## src/rtl/cam_servo_pkg.sv

```systemverilog
// Shared types and constants for the camera-head pan servo path.
package cam_servo_pkg;

  localparam int unsigned CENTRE_DEG = 90;
  localparam int unsigned CLIP_DEG   = 90;

  typedef logic [7:0] angle_t;

  typedef enum logic {
    HOLD = 1'b0,
    SLEW = 1'b1
  } pan_state_t;

  typedef enum logic [1:0] {
    TK_TPU,
    TK_PERIOD,
    TK_MIN,
    TK_PER_DEG
  } tick_kind_t;

  // Derived clock-tick constants, integer truncation at each step.
  function automatic int unsigned servo_ticks(
    input tick_kind_t  kind,
    input int unsigned clk_freq,
    input int unsigned period_us,
    input int unsigned min_us,
    input int unsigned max_us
  );
    int unsigned tpu;
    int unsigned res;
    tpu = clk_freq / 1_000_000;
    res = tpu;
    case (kind)
      TK_TPU:     res = tpu;
      TK_PERIOD:  res = period_us * tpu;
      TK_MIN:     res = min_us * tpu;
      TK_PER_DEG: res = ((max_us - min_us) * tpu) / 180;
      default:    res = tpu;
    endcase
    return res;
  endfunction

endpackage

```

## src/rtl/servo_pwm_gen.sv

```systemverilog
// Frame counter, width pipeline and registered servo pulse output.
module servo_pwm_gen
  import cam_servo_pkg::*;
#(
  parameter int unsigned PERIOD        = 1_000_000,
  parameter int unsigned MIN_TICKS     = 25_000,
  parameter int unsigned TICKS_PER_DEG = 555
) (
  input  logic       sys_clk,
  input  logic       sys_rst,
  input  logic [7:0] angle,
  output logic       pwm,
  output logic       frame_tick,
  output logic       slew_c,
  output logic       end_c
);

  localparam int unsigned CNT_W        = $clog2(PERIOD);
  localparam int unsigned TPD_W        = $clog2(TICKS_PER_DEG + 1);
  localparam int unsigned PROD_W       = 8 + TPD_W;
  localparam int unsigned CENTRE_TICKS = MIN_TICKS + CENTRE_DEG * TICKS_PER_DEG;

  logic [CNT_W-1:0]  cnt;
  logic [CNT_W-1:0]  width;
  logic [CNT_W-1:0]  width_next;
  logic [PROD_W-1:0] prod_c;
  logic              mul_c;

  assign slew_c = (cnt == CNT_W'(PERIOD - 3));
  assign mul_c  = (cnt == CNT_W'(PERIOD - 2));
  assign end_c  = (cnt == CNT_W'(PERIOD - 1));
  assign prod_c = PROD_W'(angle) * PROD_W'(TICKS_PER_DEG);

  // Period counter, start-of-frame strobe and pulse compare.
  always_ff @(posedge sys_clk) begin
    if (sys_rst) begin
      cnt        <= '0;
      frame_tick <= 1'b0;
      pwm        <= 1'b0;
    end else begin
      cnt        <= end_c ? '0 : cnt + CNT_W'(1);
      frame_tick <= end_c;
      pwm        <= (cnt < width);
    end
  end

  // Width computed two cycles before the frame wraps, latched on the last cycle.
  always_ff @(posedge sys_clk) begin
    if (sys_rst) begin
      width_next <= CNT_W'(CENTRE_TICKS);
      width      <= CNT_W'(CENTRE_TICKS);
    end else begin
      if (mul_c) width_next <= CNT_W'(MIN_TICKS) + CNT_W'(prod_c);
      if (end_c) width      <= width_next;
    end
  end

endmodule

```

## src/rtl/servo_pan_driver.sv

```systemverilog
// Bearing capture, deadband, slew limiting and timeout for the pan servo.
module servo_pan_driver
  import cam_servo_pkg::*;
#(
  parameter int unsigned CLK_FREQ       = 50_000_000,
  parameter int unsigned PWM_PERIOD_US  = 20000,
  parameter int unsigned PULSE_MIN_US   = 500,
  parameter int unsigned PULSE_MAX_US   = 2500,
  parameter int unsigned SLEW_DEG       = 4,
  parameter int unsigned DEADBAND_DEG   = 2,
  parameter int unsigned TIMEOUT_FRAMES = 50
) (
  input  logic       sys_clk,
  input  logic       sys_rst,
  input  logic       valid,
  input  logic [8:0] deg,
  output logic       pwm,
  output logic [7:0] cur_angle,
  output logic       busy,
  output logic       frame_tick
);

  localparam int unsigned PERIOD = servo_ticks(TK_PERIOD, CLK_FREQ, PWM_PERIOD_US,
                                               PULSE_MIN_US, PULSE_MAX_US);
  localparam int unsigned MIN_TICKS = servo_ticks(TK_MIN, CLK_FREQ, PWM_PERIOD_US,
                                                  PULSE_MIN_US, PULSE_MAX_US);
  localparam int unsigned TICKS_PER_DEG = servo_ticks(TK_PER_DEG, CLK_FREQ, PWM_PERIOD_US,
                                                      PULSE_MIN_US, PULSE_MAX_US);
  localparam int unsigned TO_W = $clog2(TIMEOUT_FRAMES + 1);
  localparam logic signed [8:0] CLIP_HI = 9'(CLIP_DEG);
  localparam logic signed [8:0] CLIP_LO = -9'(CLIP_DEG);

  pan_state_t        state;
  pan_state_t        state_d;
  angle_t            target;
  angle_t            target_d;
  angle_t            cur_d;
  logic [TO_W-1:0]   quiet;
  logic [TO_W-1:0]   quiet_d;
  logic signed [8:0] deg_s;
  logic signed [8:0] clip_c;
  angle_t            cand_c;
  angle_t            gap_c;
  angle_t            slew_gap_c;
  angle_t            step_c;
  logic              slew_c;
  logic              end_c;

  assign deg_s = deg;
  assign busy  = (state == SLEW);

  // Clip bearing to the mechanical range and shift to 0..180.
  always_comb begin
    if (deg_s > CLIP_HI)      clip_c = CLIP_HI;
    else if (deg_s < CLIP_LO) clip_c = CLIP_LO;
    else                      clip_c = deg_s;
    cand_c     = 8'(clip_c + CLIP_HI);
    gap_c      = (cand_c > cur_angle) ? cand_c - cur_angle : cur_angle - cand_c;
    slew_gap_c = (target > cur_angle) ? target - cur_angle : cur_angle - target;
    step_c     = (slew_gap_c > 8'(SLEW_DEG)) ? 8'(SLEW_DEG) : slew_gap_c;
  end

  // Next-state: slew step, capture with deadband, timeout, HOLD/SLEW.
  always_comb begin
    state_d  = state;
    target_d = target;
    cur_d    = cur_angle;
    quiet_d  = quiet;

    if (slew_c) begin
      if (target > cur_angle)      cur_d = cur_angle + step_c;
      else if (target < cur_angle) cur_d = cur_angle - step_c;
    end

    if (valid) begin
      quiet_d = '0;
      if (gap_c > 8'(DEADBAND_DEG)) target_d = cand_c;
    end else if (end_c && (quiet != TO_W'(TIMEOUT_FRAMES))) begin
      quiet_d = quiet + TO_W'(1);
      if (quiet_d == TO_W'(TIMEOUT_FRAMES)) target_d = 8'(CENTRE_DEG);
    end

    case (state)
      HOLD:    if (target_d != cur_d) state_d = SLEW;
      SLEW:    if (target_d == cur_d) state_d = HOLD;
      default: state_d = HOLD;
    endcase
  end

  // State registers.
  always_ff @(posedge sys_clk) begin
    if (sys_rst) begin
      state     <= HOLD;
      target    <= 8'(CENTRE_DEG);
      cur_angle <= 8'(CENTRE_DEG);
      quiet     <= '0;
    end else begin
      state     <= state_d;
      target    <= target_d;
      cur_angle <= cur_d;
      quiet     <= quiet_d;
    end
  end

  servo_pwm_gen #(
    .PERIOD        (PERIOD),
    .MIN_TICKS     (MIN_TICKS),
    .TICKS_PER_DEG (TICKS_PER_DEG)
  ) u_pwm (
    .sys_clk    (sys_clk),
    .sys_rst    (sys_rst),
    .angle      (cur_angle),
    .pwm        (pwm),
    .frame_tick (frame_tick),
    .slew_c     (slew_c),
    .end_c      (end_c)
  );

endmodule

```

## config.mk

```make
export PLATFORM = sky130hd
export DESIGN_NAME = servo_pan_driver
export DESIGN_NICKNAME = d
export VERILOG_FILES = /design/src/rtl/cam_servo_pkg.sv /design/src/rtl/servo_pwm_gen.sv /design/src/rtl/servo_pan_driver.sv
export SDC_FILE = /design/constraint.sdc
export NUM_CORES = 1
export LEC_CHECK = 0
export CAP_MARGIN = 25
export CELL_PAD_IN_SITES_DETAIL_PLACEMENT = 1
export CELL_PAD_IN_SITES_GLOBAL_PLACEMENT = 1
export CORE_ASPECT_RATIO = 0.6
export CORE_UTILIZATION = 30
export CTS_BUF_LIST = sky130_fd_sc_hd__clkbuf_8
export CTS_CLUSTER_DIAMETER = 50
export DETAILED_ROUTE_END_ITERATION = 7
export PLACE_DENSITY = 0.61
export RECOVER_POWER = 100
export SYNTH_ARGS = -nofsm -noshare
export SYNTH_HDL_FRONTEND = slang
export SYNTH_SLANG_ARGS = --single-unit
```

## constraint.sdc

```tcl
create_clock -name sys_clk -period 8.1 [get_ports sys_clk]
set_input_delay 1.62 -clock sys_clk [delete_from_list [all_inputs] [get_ports sys_clk]]
set_output_delay 1.62 -clock sys_clk [all_outputs]
set_load 0.01 [all_outputs]
```

==> results.py <==
metrics = {
    "die": {
        "fp.dieW_um": 203,
        "cell_row_count": 43,
        "die_y_um": 123,
        "floorplan.initialDensity_pct": 31.1,
        "core_area_um2": 23500,
        "dieArea_um2": 25000,
        "boundaryPins": 23,
    },
    "clock_tree": {
        "worstSkewPairLatency_ns": 0.38,
        "cts_setup_buffers": 0,
        "ctsRootBufferMaster": "sky130_fd_sc_hd__clkbuf_8",
        "cts_tree": "done",
        "cts.sink_count": 83,
        "cts.path.max_buffers": 2,
        "cts_made_buffers": 9,
        "clkSlewWorstSetupHoldPaths_ns": 0.09,
        "cts.repair.resized": 0,
        "holdBufCountCts": 0,
        "htreeDepth": 3,
    },
    "critical_path": {
        "worstPathRequired_ns": 8.28,
        "critPathLaunchType": "input pin",
        "cp.arrival_ns": 7.62,
        "crit_type": "input pin to flip-flop",
        "timing.critical_path.slowest_stage_cell": "sky130_fd_sc_hd__dlygate4sd3_1",
        "kind_of_capture_point_of_the_worst_setup_path": "flip-flop",
        "worst_setup_path_startpoint": "deg[3]",
        "critPathMaxStageDelay_ns": 0.61,
        "critical_path.cell_chain": "dlygate4sd3_1, a21o_1, o21ai_0, a21o_1, nand2_1, o21ai_0, or2_2, ha_1, nor3_1, nand2_1, a21oi_1, a21oi_1, ha_1, a211o_1, a21o_1, o21ai_4, mux2_1, nor4_1, o22a_1, nand2_1, and2_0, a22oi_1, xor2_1, a41oi_2",
        "rr_startpoint": "cur_angle[2]",
        "crit_path_max_fanout": 11,
    },
    "timing": {
        "setup_viol": 0,
        "max_freq_ghz": 0.134,
        "setup_tns_ns": 0,
        "fin_worst_skew_ns": 0.0122,
        "finalHoldWorstSlack_ns": 0.457,
        "layout_min_cycle_time_ns": 7.44,
        "worst_pin_slew_ns": 1.49,
        "hold_viol_final": 0,
        "slew_headroom_pct": 0.566,
        "layout_worst_path_cycle_share_pct": 91.8,
        "finalMaxSlewViolations": 0,
        "grt_setup_unrepaired": "false",
    },
    "min_path": {
        "worstHoldStart": "u_pwm.width[3]",
        "timing.hold.worst.class": "flip-flop to flip-flop",
    },
    "synthesis": {
        "yosys_warnings": 0,
        "synth.ff_latch_count": 83,
        "synth-seq-area-share_pct": 22.8,
        "synthesis.area_um2": 7290,
        "synth_edf_count": 0,
        "synthesis.area_per_instance_um2": 8.20,
        "synth_cell_type_count": 76,
        "syn_inst": 889,
        "asyncSetResetFlopFracSynth_pct": 0,
        "ys_dominant_reg_cell": "sky130_fd_sc_hd__dfxtp_1",
    },
    "status": {
        "violations": "max-capacitance violations",
        "outcome": "complete, but fails checks",
    },
    "finish": {
        "diodes": 0,
        "layout_commonest_cell": "sky130_fd_sc_hd__ha_1",
        "fin_nets": 1048,
        "drive_above_1_share_pct": 3.85,
        "layout-area-overhead-vs-synth_pct": 9.98,
        "most_used_cells_in_the_layout_excluding_fill_and_tap_cells": "112 x sky130_fd_sc_hd__ha_1, 88 x sky130_fd_sc_hd__inv_1, 85 x sky130_fd_sc_hd__nor2_1",
        "final_cell_count_no_fill": 1224,
        "final_core_util_pct": 34.2,
        "fillers": 2856,
    },
    "grt": {
        "number_of_global_route_vias_before_repair": 6302,
        "antenna_found_initial": 0,
        "maximum_number_of_pins_on_one_net_before_global_route_repair": 33,
        "global_route_wire_length_before_repair_um": 35200,
        "grt_usage_pct": 18.2,
        "overflow": 0,
    },
    "route": {
        "ant_nets": 0,
        "detail_route.wirelength_um": 21300,
        "drt-wirelength-per-cell_um": 17.4,
        "first_iter_violations": 279,
        "routed-via-count": 6249,
        "drc": 0,
        "drt_pre_antenna_iters": 4,
        "post_drt_via_cell_ratio": 5.11,
    },
    "place": {
        "placed_cells": 1208,
        "routability_driven_placement_congestion_ratio": 0.908,
        "io_buffer_count": 22,
        "detailedPlacementHpwl_um": 17200,
    },
    "pwr": {
        "vdd_ir_drop_max_mv": 0.0679,
        "total_power_mw": 1.01,
        "power.static_leakage_nw": 3.45,
        "powerDensity_nw_per_um2": 126,
    },
    "job": {
        "drv.max_cap_violation_count": 1,
    },
}
[layout make-up]
| class | instances | area, um2 | share of cell area, % |
|---|---|---|---|
| Multi-Input combinational cell | 693 | 5170 | 64.4 |
| Sequential cell | 83 | 1660 | 20.7 |
| Tap cell | 315 | 394 | 4.91 |
| Inverter | 88 | 330 | 4.12 |
| Timing Repair Buffer | 29 | 255 | 3.18 |
| Clock buffer | 11 | 151 | 1.89 |
| Clock inverter | 5 | 61.3 | 0.764 |
[state kept, by name, indices dropped and copies added (netlist names)]
| signal | cells |
|---|---|
| u_pwm.frame_tick | 1 |
| quiet | 6 |
| target | 8 |
| u_pwm.width | 19 |
| u_pwm.cnt | 20 |
| u_pwm.width_next | 19 |
| u_pwm.pwm | 1 |
| busy | 1 |
| cur_angle | 8 |
[Yosys cell counts, types with 5 or more instances]
| cell type | instances | area (um2) |
|---|---|---|
| sky130_fd_sc_hd__clkbuf_1 | 26 | 97.6 |
| sky130_fd_sc_hd__o21bai_1 | 10 | 75.1 |
| sky130_fd_sc_hd__ha_1 | 112 | 1400 |
| sky130_fd_sc_hd__nand4_1 | 10 | 62.6 |
| sky130_fd_sc_hd__nor2_1 | 86 | 323 |
| sky130_fd_sc_hd__mux2i_1 | 9 | 90.1 |
| sky130_fd_sc_hd__nand2b_1 | 14 | 87.6 |
| sky130_fd_sc_hd__dfxtp_1 | 83 | 1660 |
| sky130_fd_sc_hd__xnor2_1 | 37 | 324 |
| sky130_fd_sc_hd__a211o_1 | 14 | 123 |
| sky130_fd_sc_hd__a21o_1 | 23 | 173 |
| sky130_fd_sc_hd__nand3_1 | 25 | 125 |
| sky130_fd_sc_hd__and2_1 | 6 | 37.5 |
| sky130_fd_sc_hd__or2_2 | 6 | 37.5 |
| sky130_fd_sc_hd__a21oi_1 | 62 | 310 |
| sky130_fd_sc_hd__fa_1 | 20 | 400 |
| sky130_fd_sc_hd__nand3b_1 | 7 | 52.6 |
| sky130_fd_sc_hd__and4_1 | 5 | 43.8 |
| sky130_fd_sc_hd__nand2_1 | 78 | 293 |
| sky130_fd_sc_hd__inv_1 | 88 | 330 |
| sky130_fd_sc_hd__o21ai_0 | 38 | 190 |
| sky130_fd_sc_hd__nor2b_1 | 8 | 50.1 |
| sky130_fd_sc_hd__a211oi_1 | 5 | 37.5 |
| sky130_fd_sc_hd__xor2_1 | 21 | 184 |
| sky130_fd_sc_hd__nor3_1 | 11 | 55.1 |
[final timing paths]
path         cells past startpoint  slack (ns)        endpoint
min                              2        0.46  u_pwm.width[3]
max reg2reg                     26        1.28            busy
max                             24        0.66            busy
min reg2reg                      2        0.46  u_pwm.width[3]
[layer usage]
layer	share of wire [%]	global-route usage [%]	routed length, um
met1	60	29.9	12800
met4	0.56	2.68	119
met2	36	23.7	7550
met5	0	0	0
met3	3.6	3.40	762
[worst max-delay path, delay by kind of cell]
family	cells	cell delay (ns)
compound gates	12	2.40
simple gates	7	1.70
fa+ha+maj	2	0.71
buf+inv	1	0.61
mux	1	0.37
xor+xnor	1	0.20
[report_power, final]
part	internal, mW	switching, mW	leakage, nW
clock network	0.160	0.168	0.0978
registers	0.413	0.00606	0.672
logic	0.102	0.161	2.68
[cells by family after synthesis]
logic type / Yosys count / synth area share [%]
DFF: 83 / 22.8
xor gates and xnor gates: 58 / 6.97
and+or+nand+nor: 280 / 18.5
adders and majority gates: 132 / 24.7
muxes: 10 / 1.39
buffers and inverters: 119 / 6.31
other: 2 / 0.103
AOI/OAI and AO/OA: 205 / 19.3
[per-stage QoR]
step	cell area (um2)	setup slack [ns]
final	8020	0.661
after global placement	7850	0.725
after global routing	8020	0.309
after CTS	8060	0.894
after floorplan	7320	1.70
after detailed placement	7850	0.510
No activity file was read; power rests on OpenSTA's default activity.
